[config.mk]
export PLATFORM = sky130hd
export DESIGN_NAME = shift_add_ctrl
export DESIGN_NICKNAME = d
export VERILOG_FILES = /design/src/rtl/shift_add_ctrl.sv
export SDC_FILE = /design/constraint.sdc
export NUM_CORES = 1
export LEC_CHECK = 0
export ABC_AREA = 1
export BUFFER_PORTS_ARGS = -buffer_cell sky130_fd_sc_hd__buf_2
export CORE_ASPECT_RATIO = 1.75
export CORE_MARGIN = 4
export CORE_UTILIZATION = 40
export CTS_CLUSTER_DIAMETER = 150
export DETAILED_ROUTE_END_ITERATION = 10
export GPL_TIMING_DRIVEN = 0
export PLACE_DENSITY = 0.72
export SLEW_MARGIN = 0
export SYNTH_ARGS = -nofsm -noshare
export SYNTH_HDL_FRONTEND = slang
export SYNTH_SLANG_ARGS = --single-unit
[constraint.sdc]
create_clock -name clk -period 3.06 [get_ports clk]
set_input_delay 0.459 -clock clk [delete_from_list [all_inputs] [get_ports clk]]
set_output_delay 0.459 -clock clk [all_outputs]
set_load 0.02 [all_outputs]
[src/rtl/shift_add_ctrl.sv]
// Sequencer for a 4x4 unsigned shift-add multiplier driving an external
// 74181-style ALU; owns the accumulator/multiplier shift register.
module shift_add_ctrl #(
  parameter int WIDTH = 4
) (
  input  logic             clk,
  input  logic             rst,
  input  logic             start,
  input  logic [WIDTH-1:0] multiplicand,
  input  logic [WIDTH-1:0] multiplier,
  output logic [3:0]       alu_s,
  output logic             alu_m,
  output logic             alu_cin,
  output logic [WIDTH-1:0] alu_a,
  output logic [WIDTH-1:0] alu_b,
  input  logic [WIDTH-1:0] alu_f,
  input  logic             alu_cout,
  output logic [2*WIDTH-1:0] product,
  output logic             busy,
  output logic             done
);

  typedef enum logic [1:0] {
    IDLE,
    ADD,
    SHIFT,
    DONE
  } state_t;

  state_t           state_q, state_d;
  logic [WIDTH-1:0] mcand_q, mcand_d;
  logic [WIDTH-1:0] acc_q, acc_d;
  logic [WIDTH-1:0] q_q, q_d;
  logic             c_q, c_d;
  logic [1:0]       cnt_q, cnt_d;

  always_ff @(posedge clk or posedge rst) begin
    if (rst) begin
      state_q <= IDLE;
      mcand_q <= '0;
      acc_q   <= '0;
      q_q     <= '0;
      c_q     <= 1'b0;
      cnt_q   <= 2'd0;
    end else begin
      state_q <= state_d;
      mcand_q <= mcand_d;
      acc_q   <= acc_d;
      q_q     <= q_d;
      c_q     <= c_d;
      cnt_q   <= cnt_d;
    end
  end

  always_comb begin
    state_d = state_q;
    mcand_d = mcand_q;
    acc_d   = acc_q;
    q_d     = q_q;
    c_d     = c_q;
    cnt_d   = cnt_q;
    unique case (state_q)
      IDLE: begin
        if (start) begin
          mcand_d = multiplicand;
          q_d     = multiplier;
          acc_d   = '0;
          c_d     = 1'b0;
          cnt_d   = 2'd0;
          state_d = ADD;
        end
      end
      ADD: begin
        acc_d   = alu_f;
        c_d     = alu_cout;
        state_d = SHIFT;
      end
      SHIFT: begin
        // 9-bit logical right shift of {c, acc, q}
        acc_d   = {c_q, acc_q[WIDTH-1:1]};
        q_d     = {acc_q[0], q_q[WIDTH-1:1]};
        c_d     = 1'b0;
        cnt_d   = cnt_q + 2'd1;
        state_d = (cnt_q == 2'd3) ? DONE : ADD;
      end
      DONE: begin
        state_d = IDLE;
      end
      default: state_d = IDLE;
    endcase
  end

  always_comb begin
    alu_m   = 1'b1;
    alu_s   = 4'b1111;
    alu_cin = 1'b1;
    alu_a   = acc_q;
    alu_b   = '0;
    if (state_q == ADD) begin
      alu_m = 1'b0;
      alu_s = 4'b1001;
      alu_b = q_q[0] ? mcand_q : '0;
    end
  end

  assign product = {acc_q, q_q};
  assign busy    = (state_q != IDLE);
  assign done    = (state_q == DONE);

endmodule
# After elaboration in Yosys (flattened, before gate mapping)
# Index checks and enable logic that the tools add are counted.
# W data, S select, Z words.
# word_totals
register_bits,17
input_bits,16
out_inout_bits,24
wordCells,34
# classes
n_reduce_logical,7
addsub,1
mux,15
n_eq_ne,5
# ops
operator,count
$mux W4,4
$pmux W4 S3,1
$pmux W2 S4,1
$pmux W4 S2,1
$eq A2 B2 Y1 const B,3
$mux W2,3
$reduce_and A2 Y1,3
$pmux W2 S2,1
$reduce_bool A2 Y1,2
$mux W3,1
$pmux W1 S3,1
$reduce_bool A3 Y1,1
$add A2 B1 Y2 const B,1
$eq A2 B1 Y1 const B,1
$logic_not A2 Y1,1
$mux W1,2
$ne A2 B2 Y1 const B,1

# Longest topological paths before layout
# Gate-level depths: netlist (run 1).
# logic_depth
word_depth,3
depth_mapped,7

# Worst setup path before layout (run 1)
# OpenSTA, ideal clock, no wires.
# synth_timing
path_kind,register to output
from,register state_q[1]
to,output alu_b[0]
slack_ns,1.464
arrival_time_ns,1.137
stages_incl_launch_ff,5
path_buffers,0
t_required_ns,2.601
path_cell_list,dfrtp_1 > inv_1 > ha_1 > nand2_1 > nor2_1
# synth_between
elab_chain_cells,2
# synth_lines
item,line_no,rtl
from (decl),30,"state_t state_q, state_d;"
from (signal assigned),46,state_q <= state_d;
$eq A2 B1 Y1,99,if (state_q == ADD) begin
$mux W4,99,
to (decl),15,"output logic [WIDTH-1:0] alu_b,"
# Every way passes these cells.

# Final worst setup path (run 1)
# layout_timing
from,register state_q[1]
to,output alu_b[3]
# The elaborated chain is that of the path after synthesis.

==> results of run 1 <==
[power by group]
group / internal [mW] / switching (mW) / leakage, nW / total (mW)
clock network: 0.0903 / 0.0782 / 0.0255 / 0.168
logic: 0.245 / 0.438 / 0.567 / 0.682
registers: 0.313 / 0.0593 / 0.213 / 0.372
[final cells by class]
type                    count  share of cell area [%]
inverters                  12                    3.55
clock inverters             1                   0.395
plain buffers              12                    7.70
clock buffers               3                    3.26
multi-input cells          93                    34.8
flip-flops and latches     17                    33.6
repair buffers             36                    14.2
well taps                  25                    2.47
[worst register-to-register path: stages (launching register included)]
cell	delay, ns
dfrtp_1	0.42
inv_1	0.12
ha_1	0.23
nand2_2	0.12
buf_4	0.20
nor2_1	0.10
a21oi_1	0.05
[kinds of logic after synthesis]
logic type | Yosys count
other | 1
and+or+nand+nor | 81
adders and majority gates | 5
AOI/OAI and AO/OA | 4
buffers and inverters | 24
DFF | 17
[through the flow]
step	util, %	hold WS [ns]
final	54.4	0.296
after global routing	54.4	0.360
after CTS	54.4	0.313
after floorplan	-	0.385
after global placement	52.4	0.488
after detailed placement	52.4	0.499
[layout by cell type (no fill, tap or decap), drive strengths merged]
master  synthesis  final
inv            12     12
nor2            9      9
clkbuf          0      3
dfrtp          17     17
nand2          53     53
buf            12     48
ha              5      5
a21oi           4      4
nand3          19     19
conb            1      3
clkinv          0      1
[state kept, by name (all words and copies together), names as in the netlist]
register,flops
q_q,4
mcand_q,4
cnt_q,2
state_q,2
alu_a,4
c_q,1
[final timing paths]
kind | end | slack (ns) | depth (start not counted)
max in group asynchronous | cnt_q[0] | 2.34 | 2
setup reg to reg | mcand_q[2] | 1.71 | 6
hold reg to reg | c_q | 0.52 | 2
hold / removal | alu_a[3] | 0.30 | 2
min in group clk | mcand_q[1] | 0.46 | 3
setup / recovery | alu_b[3] | 1.04 | 5
[metal layers]
metal	wire length [µm]	part of all wire (%)	GRT usage, %	vias to the layer above
li1	-	-	-	478
met1	915	38	17.8	427
met2	1270	53	26.8	29
met3	153	6.4	1.21	4
met4	40	1.7	6.96	0
met5	0	0	0	-
==> impl_metrics.py, run 1 <==
metrics = {
    "logic_synthesis": {
        "synthDistinctLibCells": 12,
        "synth-compound-area-share_pct": 2.00,
        "syn_avg_cell_area_um2": 7.59,
        "synth_mux_area_share_pct": 0,
        "yosys_synthesis_warning_count": 0,
        "synth.cell_area_um2": 1000,
        "netlist.area_leader.share_pct": 42.4,
        "postSynthCellCount": 132,
        "synth.most_common_cell": "nand2_1",
        "synth_top_family_by_area": "simple AND/OR/NAND/NOR gates",
        "synth_top_cell_by_area": "dfrtp_1",
        "synth_flop_cell": "dfrtp_1",
        "synth_edf_count": 0,
        "yosys.area_share.simple_pct": 34.7,
        "post_synth_fa_ha_maj_area_fraction_pct": 6.24,
        "seq_area_frac_synth_pct": 42.4,
        "ys_top_cells_by_area": "dfrtp_1, nand2_1, nand3_1",
        "synth-async-reset-ratio_pct": 100,
        "synth.ff_latch_count": 17,
        "xor_xnor_share_of_the_synthesized_area_pct": 0,
        "synth_top_cells_by_count": "nand2_1, nand3_1, dfrtp_1",
    },
    "worst_setup_path": {
        "worst_path_dominant_cell_family": "flip-flops",
        "setup.worst_path.class": "flip-flop to primary output",
        "critical_path_peak_fanout": 7,
        "cp_cell_sequence": "inv_1 > ha_1 > nand2_1 > nor2_1 > buf_2",
        "crit_path_start": "state_q[1]",
        "setup.worst_path.start_class": "flip-flop",
        "timing.critical_path.slowest_stage_cell": "dfrtp_1",
        "beginning_of_the_worst_register_to_register_path": "state_q[1]",
        "critical_path_max_stage_delay_ns": 0.42,
        "critical_path.endpoint_type": "primary output",
        "number_of_buffer_and_inverter_stages_on_the_critical_path": 2,
        "critical_path_arrival_ns": 1.56,
        "worst-endpoint-required_ns": 2.60,
    },
    "finish": {
        "final_layout_size_suffix_gt1_share_pct": 32.2,
        "layout.area.seq_um2": 425,
        "num-fill-cells": 233,
        "layout.cell_area.non_filler_um2": 1270,
        "final_cells": 199,
        "multi_input_comb_area_um2": 442,
        "diodes": 0,
        "area_delta_synth_final_pct": 26.5,
        "nets": 196,
    },
    "cts": {
        "cts.clk_slew.worst_paths_ns": 0.07,
        "tritoncts_clock_tree": "done",
        "ctsRootBufferMaster": "clkbuf_8",
        "cts_hold_buffers": 0,
        "clock_sinks": 17,
        "tritoncts.num_buffers": 3,
        "post_cts.repair.setup_buffers": 0,
        "cts_htree_levels": 1,
        "insertion_delay_ns": 0.25,
        "cts_repair_resize_count": 0,
        "clock_path_buffers": 2,
    },
    "placed_design": {
        "place_congestion": 0.803,
        "placed_area_um2": 1220,
        "detailed_placement_wirelength_estimate_um": 1850,
        "numPortBuffers": 36,
        "placedCellCount": 195,
        "placement.setup.worst_slack_ns": 1.31,
    },
    "sta": {
        "final.min_clock_period_ns": 2.02,
        "final_sum_of_negative_setup_slack_ns": 0,
        "final_count_of_hold_timing_violations": 0,
        "timing.clock.skew_ns": 0.00308,
        "setup_repair_after_global_routing_missed_its_margin": "false",
        "slew_headroom_pct": 55.7,
        "final.setup.worst_slack_ns": 1.04,
        "report.final.slew_viol_count": 0,
        "final_min_period_over_clock_period_pct": 65.9,
        "setup_viol_count_final": 0,
        "maxClockFrequency_ghz": 0.496,
        "tightest_slew_ns": 0.663,
    },
    "routing": {
        "vias": 938,
        "initial_drt_markers": 28,
        "wl_per_cell_um": 12.0,
        "vias_per_cell": 4.71,
        "detailedRoute.firstPassIterationCount": 4,
        "final_antenna_net_count": 0,
        "post-route-drc-count": 0,
        "drt-total-wl_um": 2380,
    },
    "power_and_ir_drop": {
        "finalPower_mw": 1.22,
        "worst_ir_drop_on_vdd_mv": 0.546,
        "power_density_nw_per_um2": 965,
        "p_leak_nw": 0.806,
    },
    "floorplanning": {
        "core.rowCount": 23,
        "die_x_extent_um": 45.8,
        "fp.dieArea_um2": 3400,
        "chipHeight_um": 74.2,
        "num_io_pins": 40,
        "placeableCoreArea_um2": 2330,
        "starting_utilization_of_the_core_area_pct": 43.0,
    },
    "status": {
        "outcome": "finished, final reports clean",
    },
    "global_route": {
        "grt_first_pass_wirelength_um": 3890,
        "grt_overflow": 0,
        "first_global_vias": 923,
        "gr-usage-all-layers_pct": 15.2,
        "grt_start_max_net_pins": 18,
        "grt_antenna_before_repair": 0,
    },
    "run": {
        "max-cap-violations": 0,
    },
    "hold_path": {
        "timing.hold.worst.class": "input port to asynchronous set/reset pin",
    },
}
No activity file was read; power rests on OpenSTA's default activity.
==> run 2: changes to the inputs <==
- PLACE_DENSITY: 0.72 -> 0.75
- clock period: 3.06 -> 1.6 ns (I/O delays scaled with it)
==> impl_metrics.py, run 2 (synthesis gave the netlist of run 1 again) <==
metrics = {
    "cts": {
        "cts_htree_levels": 1,
        "ctsRootBufferMaster": "clkbuf_8",
        "tritoncts_clock_tree": "done",
        "cts_hold_buffers": 0,
        "clock_sinks": 17,
        "insertion_delay_ns": 0.25,
        "tritoncts.num_buffers": 3,
        "cts.clk_slew.worst_paths_ns": 0.06,
        "clock_path_buffers": 2,
    },
    "sta": {
        "slew_headroom_pct": 56.0,
        "tightest_slew_ns": 0.659,
        "timing.clock.skew_ns": 0.00379,
        "setup_repair_after_global_routing_missed_its_margin": "true",
        "final.min_clock_period_ns": 1.55,
        "maxClockFrequency_ghz": 0.647,
        "final_count_of_hold_timing_violations": 0,
        "final.setup.worst_slack_ns": 0.0544,
        "setup_viol_count_final": 0,
        "report.final.slew_viol_count": 0,
        "final_min_period_over_clock_period_pct": 96.6,
    },
    "power_and_ir_drop": {
        "finalPower_mw": 2.43,
        "worst_ir_drop_on_vdd_mv": 1.00,
        "power_density_nw_per_um2": 1840,
        "p_leak_nw": 0.816,
    },
    "worst_setup_path": {
        "worst-endpoint-required_ns": 1.36,
        "beginning_of_the_worst_register_to_register_path": "state_q[0]",
        "setup.worst_path.start_class": "flip-flop",
        "critical_path.endpoint_type": "primary output",
        "crit_path_start": "state_q[0]",
        "critical_path_arrival_ns": 1.31,
        "critical_path_peak_fanout": 5,
        "setup.worst_path.class": "flip-flop to primary output",
    },
    "run": {
        "max-cap-violations": 0,
    },
    "global_route": {
        "gr-usage-all-layers_pct": 14.3,
        "grt_first_pass_wirelength_um": 3750,
        "grt_antenna_before_repair": 0,
        "first_global_vias": 907,
        "grt_start_max_net_pins": 18,
        "grt_overflow": 0,
    },
    "floorplanning": {
        "fp.dieArea_um2": 3400,
        "core.rowCount": 23,
        "starting_utilization_of_the_core_area_pct": 43.0,
        "num_io_pins": 40,
        "chipHeight_um": 74.2,
        "placeableCoreArea_um2": 2330,
        "die_x_extent_um": 45.8,
    },
    "placed_design": {
        "placement.setup.worst_slack_ns": 0.0800,
        "placedCellCount": 195,
        "detailed_placement_wirelength_estimate_um": 1750,
        "numPortBuffers": 36,
        "place_congestion": 0.776,
    },
    "routing": {
        "initial_drt_markers": 28,
        "post-route-drc-count": 0,
        "drt-total-wl_um": 2270,
        "detailedRoute.firstPassIterationCount": 4,
        "final_antenna_net_count": 0,
        "vias_per_cell": 4.57,
        "wl_per_cell_um": 11.3,
        "vias": 924,
    },
    "finish": {
        "mostFrequentLayoutCells": "nand2_1, buf_2, nand3_1",
        "area_delta_synth_final_pct": 31.8,
        "num-fill-cells": 229,
        "mostFrequentLayoutCell": "nand2_1",
        "nets": 199,
        "final_cells": 202,
        "diodes": 0,
        "final_layout_size_suffix_gt1_share_pct": 36.7,
    },
    "status": {
        "outcome": "finished, final reports clean",
    },
    "hold_path": {
        "timing.hold.worst.class": "input port to asynchronous set/reset pin",
    },
}
[run 2: critical path, cell delays in order, from the launching register on]
cell	delay, ns
dfrtp_2	0.43
inv_1	0.08
ha_1	0.26
inv_2	0.11
buf_2	0.17
[run 2: final cells by class]
type,instances,area (µm²),area share (%)
inverters,12,45.0,3.41
flip-flops and latches,17,427,32.3
clock buffers,4,45.0,3.41
well taps,25,31.3,2.37
repair buffers,39,214,16.2
multi-input cells,93,462,34.9
plain buffers,12,97.6,7.39
[run 2: through the flow]
step,setup TNS [ns],area [µm²],util [%],hold WS [ns]
2_1_floorplan,0,1010,-,0.166
3_3_place_gp,0,1220,52.4,0.354
3_5_place_dp,0,1220,52.4,0.359
4_1_cts,0,1280,54.9,0.0872
5_1_grt,-0.0312,1320,56.7,0.121
6_report,0,1320,56.7,0.0757
[run 2: power by group]
part           switching (mW)  internal, mW
clock                   0.136         0.176
sequential              0.123         0.601
combinational           0.853         0.541
total                    1.11          1.32
[run 2: per-layer routing]
layer  wire [µm]  GRT usage, %
met5           0             0
met4          29          4.75
met3         189          2.18
met2        1190          25.2
met1         865          17.1
[run 2: repair_timing]
action | in CTS | in global routing
endpoints found under the setup margin | 8 | 6
pin swaps | 0 | 1
setup buffers | 0 | 3
gates resized for setup | 5 | 7
[run 2: final timing paths]
kind                              endpoint  slack, ns  cells past startpoint
min in group clk                mcand_q[2]       0.24                      3
worst min register to register    cnt_q[1]       0.51                      2
max in group asynchronous       state_q[0]       1.06                      2
worst max register to register      q_q[2]       0.22                      6
worst min-delay path              cnt_q[0]       0.08                      2
worst max-delay path                  busy       0.05                      4
